**src/rtl/aes_job_arbiter.sv**
```systemverilog
// rtl/aes_job_arbiter.sv - two-port round-robin job arbiter and sequencer for a shared AES core
//
// Ports:
//   HCLK, HRESETn            clock, asynchronous active-low reset
//   reqN_valid/ready         job handshake per requester (N = 0, 1)
//   reqN_data/key/encrypt    128-bit block, 128-bit key, direction (1 = encrypt)
//   core_data/key/encrypt    operands presented to the AES core
//   core_key_load            one-cycle key-expansion enable
//   core_start               one-cycle start pulse
//   core_done/core_result    completion strobe and result from the core
//   rsp_valid/ready          response handshake
//   rsp_id/data/err          requester index, result (0 on error), watchdog timeout flag
module aes_job_arbiter #(
  parameter int unsigned TIMEOUT = 64
) (
  input  logic         HCLK,
  input  logic         HRESETn,
  input  logic         req0_valid,
  output logic         req0_ready,
  input  logic [127:0] req0_data,
  input  logic [127:0] req0_key,
  input  logic         req0_encrypt,
  input  logic         req1_valid,
  output logic         req1_ready,
  input  logic [127:0] req1_data,
  input  logic [127:0] req1_key,
  input  logic         req1_encrypt,
  output logic [127:0] core_data,
  output logic [127:0] core_key,
  output logic         core_encrypt,
  output logic         core_key_load,
  output logic         core_start,
  input  logic         core_done,
  input  logic [127:0] core_result,
  output logic         rsp_valid,
  input  logic         rsp_ready,
  output logic         rsp_id,
  output logic [127:0] rsp_data,
  output logic         rsp_err
);

  typedef enum logic [1:0] {
    IDLE    = 2'd0,
    KEYLOAD = 2'd1,
    RUN     = 2'd2,
    RESP    = 2'd3
  } state_e;

  localparam logic [15:0] TIMEOUT_W = 16'(TIMEOUT);

  state_e       state_q, state_d;
  logic         ptr_q, ptr_d;
  logic         cache_vld_q, cache_vld_d;
  logic [127:0] key_q, key_d;
  logic [127:0] data_q, data_d;
  logic         enc_q, enc_d;
  logic         key_load_q, key_load_d;
  logic         start_q, start_d;
  logic [15:0]  cnt_q, cnt_d;
  logic         rsp_valid_q, rsp_valid_d;
  logic         id_q, id_d;
  logic [127:0] rsp_data_q, rsp_data_d;
  logic         rsp_err_q, rsp_err_d;

  logic         grant1;
  logic         accept;
  logic [127:0] sel_key;

  // Port 1 wins when it is the only requester, or when both request and
  // the round-robin pointer favours it.
  always_comb begin
    grant1     = req1_valid && (!req0_valid || ptr_q);
    req0_ready = (state_q == IDLE) && req0_valid && !grant1;
    req1_ready = (state_q == IDLE) && grant1;
    accept     = req0_ready || req1_ready;
    sel_key    = grant1 ? req1_key : req0_key;
  end

  always_comb begin
    state_d     = state_q;
    ptr_d       = ptr_q;
    cache_vld_d = cache_vld_q;
    key_d       = key_q;
    data_d      = data_q;
    enc_d       = enc_q;
    key_load_d  = 1'b0;
    start_d     = 1'b0;
    cnt_d       = cnt_q;
    rsp_valid_d = rsp_valid_q;
    id_d        = id_q;
    rsp_data_d  = rsp_data_q;
    rsp_err_d   = rsp_err_q;

    case (state_q)
      IDLE: begin
        if (accept) begin
          data_d = grant1 ? req1_data : req0_data;
          enc_d  = grant1 ? req1_encrypt : req0_encrypt;
          id_d   = grant1;
          ptr_d  = !grant1;
          if (!cache_vld_q || (sel_key != key_q)) begin
            // The cache is refreshed at the accept edge so core_key already
            // carries the new key during the key-load cycle.
            key_d       = sel_key;
            cache_vld_d = 1'b1;
            key_load_d  = 1'b1;
            state_d     = KEYLOAD;
          end else begin
            start_d = 1'b1;
            cnt_d   = 16'd0;
            state_d = RUN;
          end
        end
      end

      KEYLOAD: begin
        start_d = 1'b1;
        cnt_d   = 16'd0;
        state_d = RUN;
      end

      RUN: begin
        // core_done is ignored during the start cycle itself.
        if (!start_q && core_done) begin
          rsp_data_d  = core_result;
          rsp_err_d   = 1'b0;
          rsp_valid_d = 1'b1;
          state_d     = RESP;
        end else if (cnt_q == TIMEOUT_W) begin
          // A hung core may have a corrupt key schedule: force a reload.
          rsp_data_d  = 128'd0;
          rsp_err_d   = 1'b1;
          rsp_valid_d = 1'b1;
          cache_vld_d = 1'b0;
          state_d     = RESP;
        end else begin
          cnt_d = cnt_q + 16'd1;
        end
      end

      RESP: begin
        if (rsp_ready) begin
          rsp_valid_d = 1'b0;
          state_d     = IDLE;
        end
      end

      default: state_d = IDLE;
    endcase
  end

  always_ff @(posedge HCLK or negedge HRESETn) begin
    if (!HRESETn) begin
      state_q     <= IDLE;
      ptr_q       <= 1'b0;
      cache_vld_q <= 1'b0;
      key_q       <= 128'd0;
      data_q      <= 128'd0;
      enc_q       <= 1'b0;
      key_load_q  <= 1'b0;
      start_q     <= 1'b0;
      cnt_q       <= 16'd0;
      rsp_valid_q <= 1'b0;
      id_q        <= 1'b0;
      rsp_data_q  <= 128'd0;
      rsp_err_q   <= 1'b0;
    end else begin
      state_q     <= state_d;
      ptr_q       <= ptr_d;
      cache_vld_q <= cache_vld_d;
      key_q       <= key_d;
      data_q      <= data_d;
      enc_q       <= enc_d;
      key_load_q  <= key_load_d;
      start_q     <= start_d;
      cnt_q       <= cnt_d;
      rsp_valid_q <= rsp_valid_d;
      id_q        <= id_d;
      rsp_data_q  <= rsp_data_d;
      rsp_err_q   <= rsp_err_d;
    end
  end

  assign core_data     = data_q;
  assign core_key      = key_q;
  assign core_encrypt  = enc_q;
  assign core_key_load = key_load_q;
  assign core_start    = start_q;
  assign rsp_valid     = rsp_valid_q;
  assign rsp_id        = id_q;
  assign rsp_data      = rsp_data_q;
  assign rsp_err       = rsp_err_q;

endmodule

```
**config.mk**
```make
export PLATFORM = sky130hd
export DESIGN_NAME = aes_job_arbiter
export DESIGN_NICKNAME = d
export VERILOG_FILES = /design/src/rtl/aes_job_arbiter.sv
export SDC_FILE = /design/constraint.sdc
export NUM_CORES = 1
export LEC_CHECK = 0
export CAP_MARGIN = 0
export CORE_AREA = 2 2 408 410
export DETAILED_ROUTE_END_ITERATION = 7
export DIE_AREA = 0 0 410 412
export PLACE_DENSITY_LB_ADDON = 0.15
export SLEW_MARGIN = 25
export SYNTH_ARGS = -nofsm -noshare
export SYNTH_HDL_FRONTEND = slang
export SYNTH_SLANG_ARGS = --single-unit
export TNS_END_PERCENT = 100
```
**constraint.sdc**
```tcl
create_clock -name HCLK -period 5.1 [get_ports HCLK]
set_clock_uncertainty 0.05 [all_clocks]
set_input_delay 1.02 -clock HCLK [delete_from_list [all_inputs] [get_ports HCLK]]
set_output_delay 1.02 -clock HCLK [all_outputs]
set_load 0.03 [all_outputs]
```
# Yosys cells after proc, flatten, opt, wreduce, memory -nomap -nowiden
# Cells that the tools add are included.
dict set report classes {
  addsub 1
  eq_ne 13
  n_mux 32
  n_reduce_logical 24
}
# operator n
set ops {}
lappend ops {{$mux W128} 4}
lappend ops {{$ne A128 B128 Y1} 1}
lappend ops {{$mux W16} 4}
lappend ops {{$pmux W16 S3} 1}
lappend ops {{$add A16 B1 Y16 const B} 1}
lappend ops {{$eq A16 B7 Y1 const B} 1}
lappend ops {{$mux W1} 14}
lappend ops {{$ne A2 B2 Y1 const B} 6}
lappend ops {{$mux W2} 5}
lappend ops {{$reduce_and A5 Y1} 2}
lappend ops {{$reduce_and A3 Y1} 3}
lappend ops {{$pmux W2 S4} 1}
lappend ops {{$pmux W1 S2} 3}
lappend ops {{$reduce_bool A2 Y1} 3}
lappend ops {{$logic_and A1 B1 Y1} 5}
lappend ops {{$eq A2 B2 Y1 const B} 2}
lappend ops {{$logic_not A1 Y1} 4}
lappend ops {{$reduce_and A2 Y1} 2}
lappend ops {{$logic_or A1 B1 Y1} 3}
lappend ops {{$ne A3 B3 Y1 const B} 1}
lappend ops {{$reduce_bool A3 Y1} 1}
lappend ops {{$eq A2 B1 Y1 const B} 1}
lappend ops {{$logic_not A2 Y1} 1}
lappend ops {{$ne A2 B1 Y1 const B} 1}
dict set report totals {
  ff_bits 410
  input_bits 648
  wordCells 83
}

# Depth between registers and ports, before layout
dict set report depth {
  word_depth 9
  depth_mapped 15
  mapped_depth_nobuf 11
}

# Least setup slack after synthesis
# OpenSTA, ideal clock, no wires.
dict set report synth_timing {
  kind {input port to flip-flop}
  startpoint {in req1_valid}
  endpoint {reg key_q[44], in the netlist core_key[44]}
  setup_ps 128
  arrival_time_ps 4103
  t_required_ps 4922
  slack_ps 820
  path_stages 13
  path_buffers 4
  cell_sequence {buf_2 inv_2 nor2_2 buf_4 mux2_2 a2111oi_0 nand4_1 or4_4 nor4_4 nor2_2 buf_2 buf_4 mux2_1}
}
dict set report synth_between {
  elab_chain_cells 5
  word_cells_on_any_way 9
}
# element line_no
set synth_lines {}
lappend synth_lines {{start, declared} 23} ;# input logic req1_valid,
lappend synth_lines {{$logic_and A1 B1 Y1 *} 72} ;# grant1 = req1_valid && (!req0_valid || ptr_q);
lappend synth_lines {{$mux W128 or $logic_not A1 Y1 (tied branches)} {76, 73}}
lappend synth_lines {{$ne A128 B128 Y1 or $logic_and A1 B1 Y1 (tied branches)} {101, 73}}
lappend synth_lines {{$logic_or A1 B1 Y1 (on tied branches)} {101, 75}}
lappend synth_lines {{$reduce_and A3 Y1 (no source line)} n/a}
lappend synth_lines {{end signal, assigned} 171} ;# key_q <= key_d;
lappend synth_lines {{end, declared} 54} ;# logic [127:0] key_q, key_d;
# Every way passes the cells marked *; elsewhere a longest branch is shown, timed or not.
# A chain may end at the register's enable or synchronous reset.

# Worst setup path after layout
dict set report layout_timing {
  startpoint {in req0_valid}
  endpoint {reg cnt_q[1]}
}
dict set report layout_between {
  elab_chain_cells 8
  word_cells_on_any_way 14
}
# element line_no
set layout_lines {}
lappend layout_lines {{start, declared} 18} ;# input logic req0_valid,
lappend layout_lines {{$logic_not A1 Y1} 72}
lappend layout_lines {{$logic_or A1 B1 Y1} 72}
lappend layout_lines {{$logic_and A1 B1 Y1} 72}
lappend layout_lines {{$mux W128 or $logic_not A1 Y1 (tied branches)} {76, 73}}
lappend layout_lines {{$ne A128 B128 Y1 or $logic_and A1 B1 Y1 (tied branches)} {101, 73}}
lappend layout_lines {{$logic_or A1 B1 Y1 (on tied branches)} {101, 75}}
lappend layout_lines {{$ne A2 B2 Y1 (no source line)} n/a}
lappend layout_lines {{$reduce_and A5 Y1 (no source line) *} n/a}
lappend layout_lines {{end signal, assigned} 176} ;# cnt_q <= cnt_d;
lappend layout_lines {{end, declared} 59} ;# logic [15:0] cnt_q, cnt_d;
# Marks and branches as above.

==> results.json <==
{
  "synthArstFlopShare_pct": 100,
  "place_inst": 5133,
  "drt_iter0_markers": 1731,
  "antenna_found_initial": 92,
  "stdcell_count": 5250,
  "syn_avg_cell_area_um2": 10.4,
  "portBuffers": 1039,
  "clkTransAtPathRegs_ns": 0.06,
  "routed_wl_um": 152000,
  "routed_via_density": 4.09,
  "insertion_delay_ns": 0.67,
  "start_kind": "primary input",
  "first_global_vias": 22000,
  "synth.distinct_cells": 70,
  "drc": 0,
  "synth_warnings": 0,
  "initial_core_util_pct": 12.3,
  "final_area_um2": 36000,
  "p_sw_uw": 10700,
  "gp_congestion": 0.847,
  "rows": 149,
  "swShare_pct": 46.1,
  "yosysSeqAreaShare_pct": 50.7,
  "slew_viol_final": 0,
  "fmax_mhz": 211,
  "area_growth_pct": 77.9,
  "die_x_um": 410,
  "finalCriticalPeriod_ns": 4.74,
  "cts_tree": "yes",
  "synthFlopType": "dfrtp_1",
  "finalHoldViolCount": 0,
  "synth_area_leaders": "dfrtp_1 51%, a222oi_1 6.5%, a22o_1 5.6%, mux2_2 4.1%, inv_1 3.9%",
  "setup_viol": 0,
  "coreArea_um2": 164000,
  "dpl_cell_area_um2": 33900,
  "tns_ns": 0,
  "rsz0062_at_grt": "false",
  "final_nets": 3658,
  "synth-seq-cells": 410,
  "peakVddDrop_v": 0.000304,
  "grt_usage_pct": 17.2,
  "holdBufCountCts": 0,
  "io_pins": 1040,
  "crit_path_max_fanout": 16,
  "pwr-share-clk_pct": 19.1,
  "synth_cells": 1953,
  "drtPass1Iterations": 6,
  "die_h_um": 412,
  "arrival_ns": 5.28,
  "grt_max_degree": 137,
  "seqPwrFrac_pct": 26.9,
  "crit_type": "in -> reg",
  "cts_resized": 0,
  "drive_gt1_share_pct": 9.86,
  "wl_per_cell_um": 29.0,
  "synthesis.nets": 2607,
  "worstHoldPathType": "in -> async",
  "cts_setup_buffers": 0,
  "cts.root.buffer_cell": "clkbuf_16",
  "worstMarginPinSlew_ns": 0.989,
  "combinationalPowerShare_pct": 53.9,
  "netlist.area_leader.share_pct": 50.7,
  "grt_pass1_wl_um": 201000,
  "internal_power_uw": 12500,
  "synth.most_common_cell": "dfrtp_1",
  "die_area_um2": 169000,
  "synth_area_um2": 20200,
  "synth-edff-count": 0,
  "clk_path_buf_depth": 3,
  "max_slew_margin_pct": 34.0,
  "period_share_pct": 93.0,
  "cts_buffers": 58,
  "clock-sinks": 410,
  "crit_path_end_kind": "register",
  "status": "finished, final reports clean",
  "place_hpwl_um": 123000,
  "yosysTopAreaCell": "dfrtp_1",
  "cts_max_level": 2,
  "yosys-top-cells-count": "410 x dfrtp_1, 212 x inv_1, 131 x a222oi_1",
  "p_leak_uw": 0.0148,
  "maxCapViolCount": 0,
  "power.density_nw_per_um2": 647,
  "gr-total-overflow": 0,
  "crit_required_ns": 5.64,
  "vias": 21500,
  "antenna_left": 0
}
## flip-flops by register name, summed over array words and instances (netlist names)
name,flops
core_data,128
core_key,128
rsp_data,128
cnt_q,16
state_q,2
cache_vld_q,1
core_encrypt,1
core_key_load,1
core_start,1
ptr_q,1
rsp_err,1
rsp_id,1
rsp_valid,1
## cell usage in the layout (no fill, tap or decap), drive strengths merged, types with 25 or more instances in the layout
master         count
clkdlybuf4s50   1035
dfrtp            410
inv              214
a222oi           131
nand2            130
a22o             129
o21ai            123
nand3            103
buf              103
clkbuf            82
mux2              79
a21oi             53
mux2i             51
o31ai             36
xnor2             34
nor2              25
## power by group through the flow
stage	Combinational (uW)	Clock, uW	Sequential (uW)
2_1_floorplan	3610	0	8680
3_3_place_gp	12700	0	6300
3_5_place_dp	12800	0	6270
4_1_cts	12800	4650	6270
5_1_grt	13200	4740	6470
6_report	12600	4450	6260
## cells by family (layout without fill, tap and decap cells)
family / Yosys count / after routing / share of synthesized area, %
compound gates: 608 / 608 / 23.2
flops: 410 / 410 / 50.7
simple gates: 382 / 382 / 9.42
buf+inv: 361 / 1461 / 6.91
mux: 130 / 130 / 6.92
xor+xnor: 56 / 56 / 2.43
fa+ha+maj: 6 / 6 / 0.371
other cells: 0 / 8 / 0
## metrics by stage
step	power [uW]	util, %	worst slack [ns]	hold slack [ns]
CTS	23700	21.9	0.385	0.364
global route	24400	21.9	0.193	0.390
floorplan	12300	-	0.820	0.406
finish	23300	21.9	0.358	0.376
global placement	19000	20.6	-0.994	0.419
detailed placement	19000	20.6	-0.332	0.422
## routing by layer
layer / share of wire [%] / track usage [%]
met5: 0.26 / 0
met4: 2.4 / 3.77
met3: 8.7 / 6.29
met2: 51 / 31.0
met1: 38 / 19.3
## worst max-delay path: stages
cell             delay, ns
clkdlybuf4s50_1       0.66
nand2b_4              0.19
buf_12                0.20
a2111oi_0             0.44
a211oi_1              0.11
a2111oi_0             0.32
buf_4                 0.18
nand4_1               0.16
buf_4                 0.20
or4_4                 0.54
buf_4                 0.17
nor4_2                0.36
buf_4                 0.20
or2_0                 0.17
buf_12                0.16
mux2i_1               0.18
## worst paths after layout
kind | cells past startpoint | slack [ns] | end | startpoint
max | 16 | 0.36 | cnt_q[1] | req0_valid
min | 1 | 0.38 | core_key[96] | HRESETn
max reg2reg | 15 | 0.85 | cnt_q[1] | ptr_q
min reg2reg | 2 | 0.43 | rsp_id | rsp_id
max in group asynchronous | 3 | 3.55 | core_data[38] | HRESETn
min in group HCLK | 2 | 0.43 | rsp_id | rsp_id
## area by class of cell
type                            instances  area, um^2
Multi-Input combinational cell       1182        8650
Antenna cell                            8        20.0
Timing Repair Buffer                 1138       11500
Fill cell                           17800      128000
Clock buffer                           82        1700
Clock inverter                         27         360
Tap cell                             2189        2740
Inverter                              214         806
Sequential cell                       410       10300
Power figures use the tool's default switching activity.
